### config.mk
export PLATFORM = sky130hd
export DESIGN_NAME = spi_transfer_scheduler
export DESIGN_NICKNAME = d
export VERILOG_FILES = /design/src/rtl/spi_transfer_scheduler_pkg.sv /design/src/rtl/spi_transfer_scheduler_shift_engine.sv /design/src/rtl/spi_transfer_scheduler.sv
export SDC_FILE = /design/constraint.sdc
export NUM_CORES = 1
export LEC_CHECK = 0
export CAP_MARGIN = 20
export CORE_UTILIZATION = 30
export CTS_CLUSTER_DIAMETER = 150
export DETAILED_ROUTE_END_ITERATION = 10
export DONT_BUFFER_PORTS = 1
export GPL_TIMING_DRIVEN = 0
export PLACE_DENSITY = 0.44
export RECOVER_POWER = 50
export SLEW_MARGIN = 10
export SYNTH_ARGS = -nofsm -noshare
export SYNTH_HDL_FRONTEND = slang
export SYNTH_SLANG_ARGS = --single-unit
### constraint.sdc
create_clock -name clock -period 5.1 [get_ports clock]
set_input_delay 0.765 -clock clock [delete_from_list [all_inputs] [get_ports clock]]
set_output_delay 0.765 -clock clock [all_outputs]
set_load 0.05 [all_outputs]
### src/rtl/spi_transfer_scheduler_pkg.sv
// Shared types and helpers for the two-requester SPI transfer scheduler.
package spi_transfer_scheduler_pkg;

    typedef enum logic [1:0] {
        ST_IDLE  = 2'd0,
        ST_SETUP = 2'd1,
        ST_SHIFT = 2'd2,
        ST_HOLD  = 2'd3
    } state_t;

    localparam int CPOL_BIT = 1;
    localparam int CPHA_BIT = 0;

    function automatic int cs_width(input int n);
        return (n > 1) ? $clog2(n) : 1;
    endfunction

    function automatic int cnt_width(input int d);
        return $clog2(d + 1);
    endfunction

endpackage

### src/rtl/spi_transfer_scheduler_shift_engine.sv
// Bit sequencer: sclk toggles, pico drive and poci capture for one byte.
module spi_shift_engine
    import spi_transfer_scheduler_pkg::*;
#(
    parameter int CLK_DIV = 4
) (
    input  logic       clock,
    input  logic       reset,
    input  logic       load,
    input  logic       load_cpol,
    input  logic       start,
    input  logic       cpha,
    input  logic [7:0] tx,
    input  logic       poci,
    output logic       sclk,
    output logic       pico,
    output logic [7:0] rx,
    output logic       shift_end,
    output logic       done
);

    localparam int CNT_W = cnt_width(CLK_DIV);

    logic             active;
    logic [CNT_W-1:0] cnt;
    logic [4:0]       tog;
    logic [4:0]       nxt;
    logic [7:0]       sh;
    logic             tick;
    logic             sample;
    logic             last;

    assign tick      = active && (cnt == CNT_W'(CLK_DIV));
    assign nxt       = tog + 5'd1;
    assign last      = (nxt == 5'd16);
    // odd toggles are leading edges; CPHA picks which edge samples
    assign sample    = nxt[0] ^ cpha;
    assign shift_end = tick && last;
    assign done      = tick && (tog == 5'd16);

    always_ff @(posedge clock or posedge reset) begin
        if (reset) begin
            active <= 1'b0;
            cnt    <= '0;
            tog    <= '0;
            sh     <= '0;
            rx     <= '0;
            sclk   <= 1'b0;
            pico   <= 1'b0;
        end else begin
            if (load) sclk <= load_cpol;
            if (start) begin
                active <= 1'b1;
                cnt    <= CNT_W'(1);
                tog    <= '0;
                rx     <= '0;
                pico   <= cpha ? 1'b0 : tx[7];
                sh     <= cpha ? tx : {tx[6:0], 1'b0};
            end else if (active) begin
                if (!tick) begin
                    cnt <= cnt + CNT_W'(1);
                end else begin
                    cnt <= CNT_W'(1);
                    if (done) begin
                        active <= 1'b0;
                        pico   <= 1'b0;
                    end else begin
                        tog  <= nxt;
                        sclk <= ~sclk;
                        if (sample) begin
                            rx <= {rx[6:0], poci};
                        end else if (!last) begin
                            pico <= sh[7];
                            sh   <= {sh[6:0], 1'b0};
                        end
                    end
                end
            end
        end
    end

endmodule

### src/rtl/spi_transfer_scheduler.sv
// Round-robin arbiter and transfer sequencer for a shared SPI bus.
module spi_transfer_scheduler
    import spi_transfer_scheduler_pkg::*;
#(
    parameter int NUM_CS  = 2,
    parameter int CLK_DIV = 4,
    parameter int CS_W    = cs_width(NUM_CS)
) (
    input  logic              clock,
    input  logic              reset,
    input  logic [1:0]        req_valid,
    output logic [1:0]        req_ready,
    input  logic [2*CS_W-1:0] req_cs,
    input  logic [3:0]        req_mode,
    input  logic [15:0]       req_data,
    output logic              rsp_valid,
    output logic              rsp_id,
    output logic [7:0]        rsp_data,
    output logic              sclk,
    output logic              pico,
    input  logic              poci,
    output logic [NUM_CS-1:0] cs
);

    localparam int CNT_W = cnt_width(CLK_DIV);

    state_t           state;
    logic             ptr;
    logic             id_q;
    logic [CS_W-1:0]  cs_q;
    logic             cpha_q;
    logic [7:0]       tx_q;
    logic [CNT_W-1:0] cnt;
    logic             accept;
    logic             acc_id;
    logic [CS_W-1:0]  sel_cs;
    logic [1:0]       sel_mode;
    logic [7:0]       sel_data;
    logic [NUM_CS-1:0] cs_dec;
    logic             cs_ok;
    logic             start;
    logic             shift_end;
    logic             done;
    logic [7:0]       rx;

    always_comb begin
        req_ready = '0;
        if (state == ST_IDLE) begin
            if (req_valid[ptr]) req_ready[ptr] = 1'b1;
            else if (req_valid[~ptr]) req_ready[~ptr] = 1'b1;
        end
    end

    assign accept   = |(req_valid & req_ready);
    assign acc_id   = req_ready[1];
    assign sel_cs   = acc_id ? req_cs[CS_W +: CS_W] : req_cs[0 +: CS_W];
    assign sel_mode = acc_id ? req_mode[3:2] : req_mode[1:0];
    assign sel_data = acc_id ? req_data[15:8] : req_data[7:0];
    assign start    = (state == ST_SETUP) && (cnt == CNT_W'(CLK_DIV));
    assign cs_ok    = int'(cs_q) < NUM_CS;

    // out-of-range index selects no line
    always_comb begin
        cs_dec = '1;
        for (int i = 0; i < NUM_CS; i++) begin
            if (cs_q == CS_W'(i)) cs_dec[i] = 1'b0;
        end
    end

    always_ff @(posedge clock or posedge reset) begin
        if (reset) begin
            state     <= ST_IDLE;
            ptr       <= 1'b0;
            id_q      <= 1'b0;
            cs_q      <= '0;
            cpha_q    <= 1'b0;
            tx_q      <= '0;
            cnt       <= '0;
            cs        <= '1;
            rsp_valid <= 1'b0;
            rsp_id    <= 1'b0;
            rsp_data  <= '0;
        end else begin
            rsp_valid <= 1'b0;
            unique case (state)
                ST_IDLE: begin
                    if (accept) begin
                        id_q   <= acc_id;
                        cs_q   <= sel_cs;
                        cpha_q <= sel_mode[CPHA_BIT];
                        tx_q   <= sel_data;
                        ptr    <= ~acc_id;
                        cnt    <= '0;
                        state  <= ST_SETUP;
                    end
                end
                ST_SETUP: begin
                    if (start) begin
                        cs    <= cs_dec;
                        state <= ST_SHIFT;
                    end else begin
                        cnt <= cnt + CNT_W'(1);
                    end
                end
                ST_SHIFT: begin
                    if (shift_end) state <= ST_HOLD;
                end
                ST_HOLD: begin
                    if (done) begin
                        cs        <= '1;
                        rsp_valid <= 1'b1;
                        rsp_id    <= id_q;
                        rsp_data  <= cs_ok ? rx : 8'h00;
                        state     <= ST_IDLE;
                    end
                end
            endcase
        end
    end

    spi_shift_engine #(
        .CLK_DIV(CLK_DIV)
    ) u_engine (
        .clock    (clock),
        .reset    (reset),
        .load     (accept),
        .load_cpol(sel_mode[CPOL_BIT]),
        .start    (start),
        .cpha     (cpha_q),
        .tx       (tx_q),
        .poci     (poci),
        .sclk     (sclk),
        .pico     (pico),
        .rx       (rx),
        .shift_end(shift_end),
        .done     (done)
    );

endmodule

; ---- Yosys cells after proc, flatten, opt, wreduce, memory -nomap -nowiden
; Cells that the tools add are included.
[word_totals]
reg_bits = 56
inputBits = 27
output_inout_bits = 16
wordCells = 133
[classes]
reduce_logical = 22
bitwise = 5
mux = 64
n_lt_le_gt_ge = 4
addsub = 3
eq_ne = 17
[ops]
columns = operator, count
row1 = 2-to-1 mux 8 bit, 13
row2 = 2-to-1 mux 1 bit, 27
row3 = 2-to-1 mux 2 bit, 10
row4 = 2-to-1 mux 5 bit, 4
row5 = != test 2 bit (second input constant), 8
row6 = 2-to-1 mux 3 bit, 5
row7 = AND reduction 4 bit, 3
row8 = == test 5 bit (second input constant), 2
row9 = nonzero test 2 bit, 5
row10 = AND reduction 3 bit, 3
row11 = case mux 2 bit (4 select lines), 1
row12 = adder 3 x 1 -> 3 bit (second input constant), 2
row13 = == test 3 bit (second input constant), 2
row14 = logical AND 1 bit, 6
row15 = != test 3 bit (second input constant), 2
row16 = case mux 3 bit (2 select lines), 1
row17 = adder 5 x 1 -> 5 bit (second input constant), 1
row18 = AND reduction 5 bit, 1
row19 = == test 2 bit (second input constant), 2
row20 = less-than comparator 1 x 2 -> 1 bit (second input constant), 2
row21 = case mux 2 bit (2 select lines), 1
row22 = AND reduction 2 bit, 2
row23 = NOT 1 bit, 3
row24 = AND 2 bit, 1
row25 = other kinds (6), 8

; ---- Logic depth before layout (Yosys ltp)
; Gate-level depths: netlist (run 1).
[depth]
ltp_word = 15
ltp_mapped = 8
ltp_nobuf = 7

; ---- Hierarchy
; Synthesis (run 1) repeated with hierarchy kept, for this count alone.
[unflattened]
cells_unflattened = 258
area_unflattened_um2 = 2915.3
[by_module_without_submodules]
columns = mod, area_per_inst_um2, seq_area_each_um2, cells_each, instances
row1 = spi_shift_engine, 1473.9, 675.6, 139, 1
row2 = spi_transfer_scheduler, 1441.4, 728.2, 119, 1

; ---- Least setup slack after synthesis (run 1)
; No wires, ideal clock.
[synth_path]
path_type = input to output
startpoint = input port req_valid[0]
endpoint = output port req_ready[0]
t_arrival_ns = 1.665
cell_stages = 2
required_ns = 4.335
slack_ns = 2.670
path_buffers = 0
cell_sequence = nand2_1 -> a21oi_1
[synth_between]
elab_chain_cells = 5
elab_cells_between_ends = 7
cone_classes = mux (7)
[synth_lines]
columns = element, line
row1 = start: declaration, spi_transfer_scheduler.sv:11  ; input logic [1:0] req_valid,
row2 = 2-to-1 mux 1 bit (not written as such) (2 in series), spi_transfer_scheduler.sv:50  ; else if (req_valid[~ptr]) req_ready[~ptr] = 1'b1;
row3 = 2-to-1 mux 2 bit, spi_transfer_scheduler.sv:50
row4 = 2-to-1 mux 2 bit *, spi_transfer_scheduler.sv:49  ; if (req_valid[ptr]) req_ready[ptr] = 1'b1;
row5 = 2-to-1 mux 2 bit *, spi_transfer_scheduler.sv:48  ; if (state == ST_IDLE) begin
row6 = end: declaration, spi_transfer_scheduler.sv:12  ; output logic [1:0] req_ready,
; Mark *: on every way between the ends. The rest lies on a longest branch, timed or not. The select of a mux whose other input is x is not followed.

; ---- Final worst setup path (run 1)
[layout_path]
startpoint = register state[0]
endpoint = output port req_ready[1]
[layout_between]
elab_chain_cells = 2
[layout_lines]
columns = element, line
row1 = start: declaration, spi_transfer_scheduler.sv:27  ; state_t state;
row2 = start signal: assignment, spi_transfer_scheduler.sv:72  ; state <= ST_IDLE;
row3 = start signal: assignment, spi_transfer_scheduler.sv:94  ; state <= ST_SETUP;
row4 = start signal: assignment, spi_transfer_scheduler.sv:100  ; state <= ST_SHIFT;
row5 = zero test 2 bit, spi_transfer_scheduler.sv:48
row6 = 2-to-1 mux 2 bit, spi_transfer_scheduler.sv:48
; Every way passes these cells.

==> flow_summary.toml, run 1 <==
[timing]
rsz0062_at_grt = "false"
drv_slew = 57
finalClockSkew_ns = 0.00772
timing.final.crit_share_pct = 55.6
max_slew.worst_pin.slew_ns = 2.53
slew_headroom_pct = -69.4
worst_hold_slack_ns = 0.501
finalWorstPathRequiredPeriod_ns = 2.84
setup_total_negative_slack_ns = 0
final-setup-viol-count = 0
report.final.hold_viol_count = 0
maxClockFrequency_mhz = 353

[place]
detailed_place_hpwl_mm = 3.92
post-place-cells = 411
gp_routability_congestion = 0.694
port_buffers = 0

[synthesis]
syn-num-nets = 319
synth_area_mm2 = 0.00289
postSynth.asyncResetShare_pct = 100
synth-edff-count = 0
synth_top_cells_by_count = "dfrtp_1 (54), nand2_1 (44), o21ai_0 (22)"
compound_gate_portion_of_the_synthesized_area_pct = 12.8
synth_seq_cells = 56
synth_warnings = 0
synth_top_cells_by_area = "dfrtp_1 (47%), mux2i_1 (7.3%), nand2_1 (5.7%)"
synth_simple_gate_area_share_pct = 12.5
multiplexer_area_fraction_after_synthesis_pct = 15.2
yosys_most_used_dff = "dfrtp_1"
syn_avg_cell_area_um2 = 10.3
synth-seq-area-share_pct = 48.7
synth_top_family_by_area = "multiplexers"
synth_cell_types = 41
yosysTopAreaCellShare_pct = 46.8
post_synthesis_share_of_cell_area_spent_on_full_adders_half_adders_and_majority_gates_pct = 5.20
dominant_cell_by_count_in_the_synthesized_netlist = "dfrtp_1"
library_cell_occupying_the_most_area_in_the_post_synthesis_netlist = "dfrtp_1"
synthesis.instances = 280
synthXorXnorAreaFrac_pct = 1.82

[cts]
clk_root_buffer_cell = "clkbuf_8"
tritoncts_clock_tree = "built"
clkSinkCount = 56
cts_resized = 0
cts.hold.buffers_added = 0
clock_tree.htree_level_count = 2
post_cts_repair_timing_setup_buffer_count = 0
cts.path.max_buffers = 2
tritoncts_buffer_count = 5
clock_insertion_delay_worst_skew_ns = 0.31
clk_pin_slew_worst_paths_ns = 0.10

[flow_run]
max_cap_viol_count = 1

[critical_path]
critical_path.max_fanout = 10
setup.worst_path.class = "reg -> out"
crit_path_end = "req_ready[1]"
crit_buf_inv = 2
critical_path_s_top_delay_family = "buffers and inverters"
cp.required_ns = 4.34
setup.worst_path.end_class = "primary output"
startpoint = "state[0]"
slowest_stage = "buf_2"
timing.critical_path.cells = "inv_1, ha_1, nand2_1, a21oi_1, buf_2"
regToRegEndpoint = "u_engine.sh[6]"
critPathMaxStageDelay_ns = 0.52
worst-r2r-setup-slack_ns = 2.77
startpoint_type = "flip-flop"
reg2regPathDepth = 7
r2r_start = "state[1]"
cp.arrival_ns = 2.07
path_length_in_cells_of_the_critical_path = 5

[pwr]
total_power_uw = 1610
clockPowerShare_pct = 19.4
power_density_mw_per_mm2 = 506
power_leakage_uw = 0.00147
switching_share_pct = 38.6
power.net_switching_uw = 622
seq_power_share_pct = 45.3
cell_internal_pwr_uw = 988
combinationalPowerShare_pct = 35.4
vdd_ir_drop_max_mv = 0.248

[global_routing]
grt_overflow_total = 0
global_route.usage.total_pct = 12.1
number_of_antenna_violations_at_the_first_check_in_global_routing = 0
maximum_number_of_pins_on_one_net_before_global_route_repair = 57
vias_in_the_first_global_route = 1869
grt_pass1_wl_mm = 9.63

[floorplanning]
initial_utilization_pct = 31.1
num_io_pins = 43
core_area_mm2 = 0.00928
floorplan.die.height_um = 100
die_area_mm2 = 0.0100
die-width_um = 100
rows = 35

[cells_and_area]
layout.nets = 328
fillCellCount = 993
antenna-diode-count = 0
utilization_pct = 34.3
drive_above_1_share_pct = 11.0
areaGrowthSynthToFinish_pct = 10.2
stdcell_count = 419

[routing]
detail_route.drc_violations = 0
ant_nets = 0
detail_route.iter0.violations = 74
detail_route.wl_per_cell_um = 13.2
dr_total_vias = 1947
detail_route.wirelength_mm = 5.54
vias_per_cell = 4.65
drt_pre_antenna_iters = 4

[status]
violations = "capacitance limit, slew limit"
run_status = "finished with violations"

[worst_hold_path]
worst_hold_path_type = "reg -> reg"
state kept, by name, indices dropped and copies added (netlist names):
name	count
ptr	1
u_engine.sh	8
id_q	1
state	2
u_engine.pico	1
u_engine.active	1
cnt	3
u_engine.rx	8
u_engine.sclk	1
cs_q	1
rsp_valid	1
rsp_id	1
rsp_data	8
cpha_q	1
tx_q	8
cs	2
u_engine.cnt	3
u_engine.tog	5
area by class of cell:
class	count	area (um2)	area share [%]
repair buffers	2	11.3	0.354
clock inverters	2	38.8	1.22
flip-flops and latches	56	1400	44.1
inverters	16	61.3	1.93
well taps	129	161	5.07
multi-input cells	197	1370	43.2
clock buffers	6	82.6	2.60
plain buffers	11	47.5	1.49
power by group through the flow:
stage,clock network [uW],registers (uW),logic (uW)
after global routing,345,753,666
after global placement,0,738,564
after CTS,326,730,580
after detailed placement,0,739,578
after floorplan,0,708,474
final,312,729,570
per-layer routing:
| layer | up-vias | routed length [um] | GRT usage, % |
|---|---|---|---|
| met1 | 931 | 2940 | 18.2 |
| met4 | 0 | 74 | 3.68 |
| li1 | 974 | - | - |
| met3 | 6 | 176 | 2.23 |
| met2 | 36 | 2350 | 17.6 |
| met5 | - | 0 | 0 |
per-stage QoR:
step	setup WS, ns	area [um2]
6_report	2.26	3180
3_3_place_gp	2.16	3050
2_1_floorplan	2.67	2890
4_1_cts	2.20	3180
3_5_place_dp	2.56	3060
5_1_grt	1.97	3180
placed cells by master (no fill, tap or decap), types with 2 or more instances in the layout:
cell type   n
a21oi_1    13
a22o_1      2
a2bb2oi_1   2
and2_1      2
and3_1      3
buf_1       3
buf_2       5
clkbuf_1    4
clkbuf_8    6
dfrtp_1    54
dfstp_2     2
ha_1       12
inv_1      14
mux2_1     10
mux2_4      7
mux2i_1    21
nand2_1    44
nand3_1     7
nand3b_1    2
nand4_1     2
nor2_1     15
o21ai_0    22
o21ai_1    10
or3_1       2
xnor2_1     3
xor2_1      3
worst min-delay path by stage:
stage	start	endpoint	cells after the start
finish	u_engine.rx[7]	u_engine.rx[7]	2
global placement	u_engine.rx[7]	u_engine.rx[7]	2
detailed placement	u_engine.rx[7]	u_engine.rx[7]	2
floorplan	u_engine.rx[7]	u_engine.rx[7]	2
CTS	reset	tx_q[2]	1
global route	u_engine.rx[7]	u_engine.rx[7]	2
logic make-up (layout without fill, tap and decap cells):
kind of cell / Yosys count / in the layout
AOI/OAI and AO/OA: 59 / 59
adders and majority gates: 12 / 12
and+or+nand+nor: 81 / 81
muxes: 39 / 39
xor gates and xnor gates: 6 / 6
buffers and inverters: 27 / 37
DFF: 56 / 56
worst min-delay path, stage by stage, from the launching register on:
cell	delay (ns)
dfrtp_1	0.36
nand2_1	0.05
o21ai_0	0.06
No activity file was read; power rests on OpenSTA's default activity.
==> run 2: changes to the inputs <==
==> constraint.sdc (replaced) <==
create_clock -name clock -period 2.8 [get_ports clock]
set_input_delay 0.42 -clock clock [delete_from_list [all_inputs] [get_ports clock]]
set_output_delay 0.42 -clock clock [all_outputs]
set_load 0.05 [all_outputs]
==> flow_summary.toml, run 2 (same netlist as run 1, synthesis figures left out) <==
[cts]
clock_tree.htree_level_count = 2
cts.hold.buffers_added = 0
tritoncts_clock_tree = "built"
post_cts_repair_timing_setup_buffer_count = 0
tritoncts_buffer_count = 5
cts_resized = 0
clk_root_buffer_cell = "clkbuf_8"
clock_insertion_delay_worst_skew_ns = 0.31
clkSinkCount = 56
clk_pin_slew_worst_paths_ns = 0.10
cts.path.max_buffers = 2

[global_routing]
number_of_antenna_violations_at_the_first_check_in_global_routing = 0
grt_overflow_total = 0
vias_in_the_first_global_route = 1869
global_route.usage.total_pct = 12.1
grt_pass1_wl_mm = 9.63
maximum_number_of_pins_on_one_net_before_global_route_repair = 57

[pwr]
vdd_ir_drop_max_mv = 0.452
power_leakage_uw = 0.00148
power_density_mw_per_mm2 = 922
total_power_uw = 2930

[floorplanning]
core_area_mm2 = 0.00928
num_io_pins = 43
rows = 35
floorplan.die.height_um = 100
initial_utilization_pct = 31.1
die-width_um = 100
die_area_mm2 = 0.0100

[routing]
detail_route.iter0.violations = 75
detail_route.wl_per_cell_um = 13.2
vias_per_cell = 4.65
drt_pre_antenna_iters = 4
detail_route.drc_violations = 0
dr_total_vias = 1948
ant_nets = 0
detail_route.wirelength_mm = 5.53

[cells_and_area]
areaGrowthSynthToFinish_pct = 10.2
antenna-diode-count = 0
fillCellCount = 993
final_common_cell = "dfrtp_1"
layout.cells.most_common_list = "dfrtp_1 (54), nand2_1 (44), o21ai_0 (22)"
drive_above_1_share_pct = 10.7
design_area_mm2 = 0.00318
layout.nets = 328

[timing]
finalClockSkew_ns = 0.00772
report.final.hold_viol_count = 0
timing.final.crit_share_pct = 88.9
max_slew.worst_pin.slew_ns = 2.16
final-setup-viol-count = 0
drv_slew = 57
maxClockFrequency_mhz = 402
slew_headroom_pct = -43.9
finalWorstPathRequiredPeriod_ns = 2.49
rsz0062_at_grt = "false"
setup_total_negative_slack_ns = 0

[critical_path]
startpoint_type = "flip-flop"
startpoint = "state[0]"
critPathMaxStageDelay_ns = 0.52
worst-r2r-setup-slack_ns = 0.49
setup.worst_path.end_class = "primary output"
regToRegEndpoint = "u_engine.sh[6]"
slowest_stage = "buf_2"
timing.critical_path.cells = "inv_1, ha_1, nand2_1, a21oi_1, buf_2"
reg2regPathDepth = 7
cp.required_ns = 2.38
cp.arrival_ns = 2.07
setup.worst_path.class = "reg -> out"
r2r_start = "state[1]"
critical_path.max_fanout = 10
crit_path_end = "req_ready[1]"

[flow_run]
max_cap_viol_count = 1

[status]
run_status = "finished with violations"
violations = "capacitance limit, slew limit"

[place]
placed_area_mm2 = 0.00306
detailed_place_hpwl_mm = 3.92
gp_routability_congestion = 0.694
port_buffers = 0

[worst_hold_path]
worst_hold_path_type = "in -> reg"
run 2: cell count changes in the layout (fill, tap and decap cells not counted):
cell        delta
clkinvlp_2     -1
inv_1          +1
run 2: area by class of cell:
class / instances / area (um2) / area share, %
plain buffers: 11 / 47.5 / 1.50
clock buffers: 6 / 82.6 / 2.60
clock inverters: 2 / 38.8 / 1.22
inverters: 16 / 60.1 / 1.89
multi-input cells: 197 / 1370 / 43.2
flip-flops and latches: 56 / 1400 / 44.2
well taps: 129 / 161 / 5.08
repair buffers: 2 / 11.3 / 0.354
run 2: how the worst min path moves through the flow:
stage                               from        endpoint  slack, ns  cells past startpoint
after floorplan           u_engine.rx[7]  u_engine.rx[7]       0.44                      2
after global placement    u_engine.rx[7]  u_engine.rx[7]       0.47                      2
after detailed placement           reset     rsp_data[4]       0.47                      1
after CTS                          reset         tx_q[2]       0.12                      1
after global routing                poci  u_engine.rx[0]       0.21                      2
final                               poci  u_engine.rx[0]       0.23                      2
run 2: per-layer routing:
| layer | vias up | global-route usage, % | routed length, um |
|---|---|---|---|
| met5 | - | 0 | 0 |
| met4 | 0 | 3.68 | 74 |
| met3 | 6 | 2.23 | 171 |
| met2 | 36 | 17.6 | 2350 |
| met1 | 932 | 18.2 | 2940 |
| li1 | 974 | - | - |
run 2: where the power goes:
part,internal [uW],switching (uW)
Sequential,1060,271
Clock,293,274
Combinational,451,586
Total,1800,1130
run 2: critical path, delay by kind of cell (launching register included):
family / cells / cell delay, ns
compound gates: 1 / 0.36
fa+ha+maj: 1 / 0.25
buf+inv: 2 / 0.63
flops: 1 / 0.43
simple gates: 1 / 0.09
run 2: per-stage QoR:
stage / hold slack, ns / util (%) / setup WS (ns) / instances
3_5_place_dp: 0.468 / 33.0 / 0.507 / 411
3_3_place_gp: 0.467 / 32.8 / 0.205 / 409
5_1_grt: 0.212 / 34.2 / 0.0108 / 419
6_report: 0.234 / 34.2 / 0.311 / 419
4_1_cts: 0.118 / 34.3 / 0.247 / 419
2_1_floorplan: 0.443 / - / 0.437 / 280
==> run 3: changes to the inputs <==
--- a/config.mk
+++ b/config.mk
@@ -6,6 +6,7 @@
 export NUM_CORES = 1
 export LEC_CHECK = 0
 export CAP_MARGIN = 20
+export CORE_MARGIN = 2
 export CORE_UTILIZATION = 30
 export CTS_CLUSTER_DIAMETER = 150
 export DETAILED_ROUTE_END_ITERATION = 10
==> flow_summary.toml, run 3 (same netlist as run 1, synthesis figures left out) <==
[status]
run_status = "finished with violations"
violations = "capacitance limit, slew limit"

[cells_and_area]
fillCellCount = 980
multiInputGateArea_mm2 = 0.00137
layout.nets = 328
areaGrowthSynthToFinish_pct = 9.50
sequential_cell_area_in_the_final_layout_mm2 = 0.00140
antenna-diode-count = 0
drive_above_1_share_pct = 10.7
layout.cells.most_common_list = "dfrtp_1 (54), nand2_1 (44), o21ai_0 (22)"
final_common_cell = "dfrtp_1"

[worst_hold_path]
worst_hold_path_type = "in -> reg"
hold_path_depth = 2
timing.hold.worst.start = "poci"
min_to = "u_engine.rx[0]"

[global_routing]
global_route.usage.total_pct = 11.7
vias_in_the_first_global_route = 1942
maximum_number_of_pins_on_one_net_before_global_route_repair = 57
grt_pass1_wl_mm = 9.58
number_of_antenna_violations_at_the_first_check_in_global_routing = 0
grt_overflow_total = 0

[critical_path]
r2r_start = "state[1]"
critical_path_s_top_delay_family = "buffers and inverters"
timing.critical_path.cells = "inv_1, ha_1, nand2_1, a21oi_1, buf_2"
crit_buf_inv = 2
cp.arrival_ns = 2.10
reg2regPathDepth = 7
setup.worst_path.class = "reg -> out"
slowest_stage = "buf_2"
critPathMaxStageDelay_ns = 0.52
startpoint_type = "flip-flop"
regToRegEndpoint = "u_engine.sh[6]"
critical_path.max_fanout = 10
setup.worst_path.end_class = "primary output"
cp.required_ns = 2.38
worst-r2r-setup-slack_ns = 0.55

[cts]
tritoncts_buffer_count = 5
clk_root_buffer_cell = "clkbuf_8"
post_cts_repair_timing_setup_buffer_count = 0
cts.path.max_buffers = 2
clkSinkCount = 56
clk_pin_slew_worst_paths_ns = 0.11
cts_resized = 0
clock_insertion_delay_worst_skew_ns = 0.32
cts.hold.buffers_added = 0
tritoncts_clock_tree = "built"
clock_tree.htree_level_count = 2

[routing]
vias_per_cell = 4.69
detail_route.wirelength_mm = 5.58
drt_pre_antenna_iters = 4
detail_route.wl_per_cell_um = 13.3
ant_nets = 0
detail_route.iter0.violations = 31
detail_route.drc_violations = 0
dr_total_vias = 1966

[floorplanning]
rows = 35
initial_utilization_pct = 31.1
die-width_um = 102
floorplan.die.height_um = 102
die_area_mm2 = 0.0104
core_area_mm2 = 0.00928
num_io_pins = 43

[pwr]
power_leakage_uw = 0.00147
vdd_ir_drop_max_mv = 0.391
power_density_mw_per_mm2 = 906

[timing]
slew_headroom_pct = -42.1
finalClockSkew_ns = 0.0153
postLayoutSetupSlackWorst_ns = 0.284
final-setup-viol-count = 0
max_slew.worst_pin.slew_ns = 2.13
maxClockFrequency_mhz = 397
drv_slew = 57
rsz0062_at_grt = "false"
timing.final.crit_share_pct = 89.9
finalWorstPathRequiredPeriod_ns = 2.52
worst_hold_slack_ns = 0.220
report.final.hold_viol_count = 0
setup_total_negative_slack_ns = 0

[place]
port_buffers = 0
detailed_place_hpwl_mm = 4.00
gp_routability_congestion = 0.751
dpl_worst_slack_ns = 0.502

[flow_run]
max_cap_viol_count = 1
-- run 3: cell count changes in the layout (fill, tap and decap cells not counted) --
cell        change
bufinv_16       -1
clkinv_4        -1
clkinvlp_4      +1
inv_8           +1
-- run 3: per-stage QoR --
step	instances	utilization, %	instance area, um2	total power, uW
floorplan	280	-	2890	2150
global placement	409	32.8	3050	2370
detailed placement	411	33.0	3060	2400
CTS	419	34.1	3160	2910
global route	419	34.0	3160	3130
finish	419	34.0	3160	2860
-- run 3: cell type report --
type | count | area share (%)
flip-flops and latches | 56 | 44.4
multi-input cells | 197 | 43.5
well taps | 129 | 5.11
clock buffers | 6 | 2.61
inverters | 16 | 1.90
plain buffers | 11 | 1.50
clock inverters | 2 | 0.594
repair buffers | 2 | 0.356
-- run 3: worst reg2reg max path: stages (launching register included) --
cell and delay [ns]:
dfrtp_1 0.42, inv_1 0.11, ha_1 0.32, and3_1 0.20, buf_2 0.22, buf_1 0.46, a21oi_1 0.13, mux2_4 0.28
-- run 3: how the worst max path moves through the flow --
stage / start / end / depth (start not counted)
floorplan: state[0] / u_engine.sclk / 7
global placement: reset / tx_q[6] / 1
detailed placement: state[1] / u_engine.sh[6] / 7
CTS: state[0] / req_ready[1] / 5
global route: state[0] / req_ready[1] / 5
finish: state[0] / req_ready[1] / 5
-- run 3: routing by layer --
| layer | wire [um] | GRT usage (%) | up-vias | share of wire (%) |
|---|---|---|---|---|
| li1 | - | - | 977 | - |
| met3 | 186 | 2.87 | 5 | 3.3 |
| met2 | 2510 | 18.1 | 36 | 45 |
| met4 | 58 | 3.38 | 0 | 1.0 |
| met5 | 0 | 0 | - | 0 |
| met1 | 2830 | 16.3 | 948 | 51 |
-- run 3: power breakdown --
part / switching, uW / internal, uW
registers: 273 / 1060
clock network: 284 / 208
logic: 589 / 452
total: 1150 / 1710
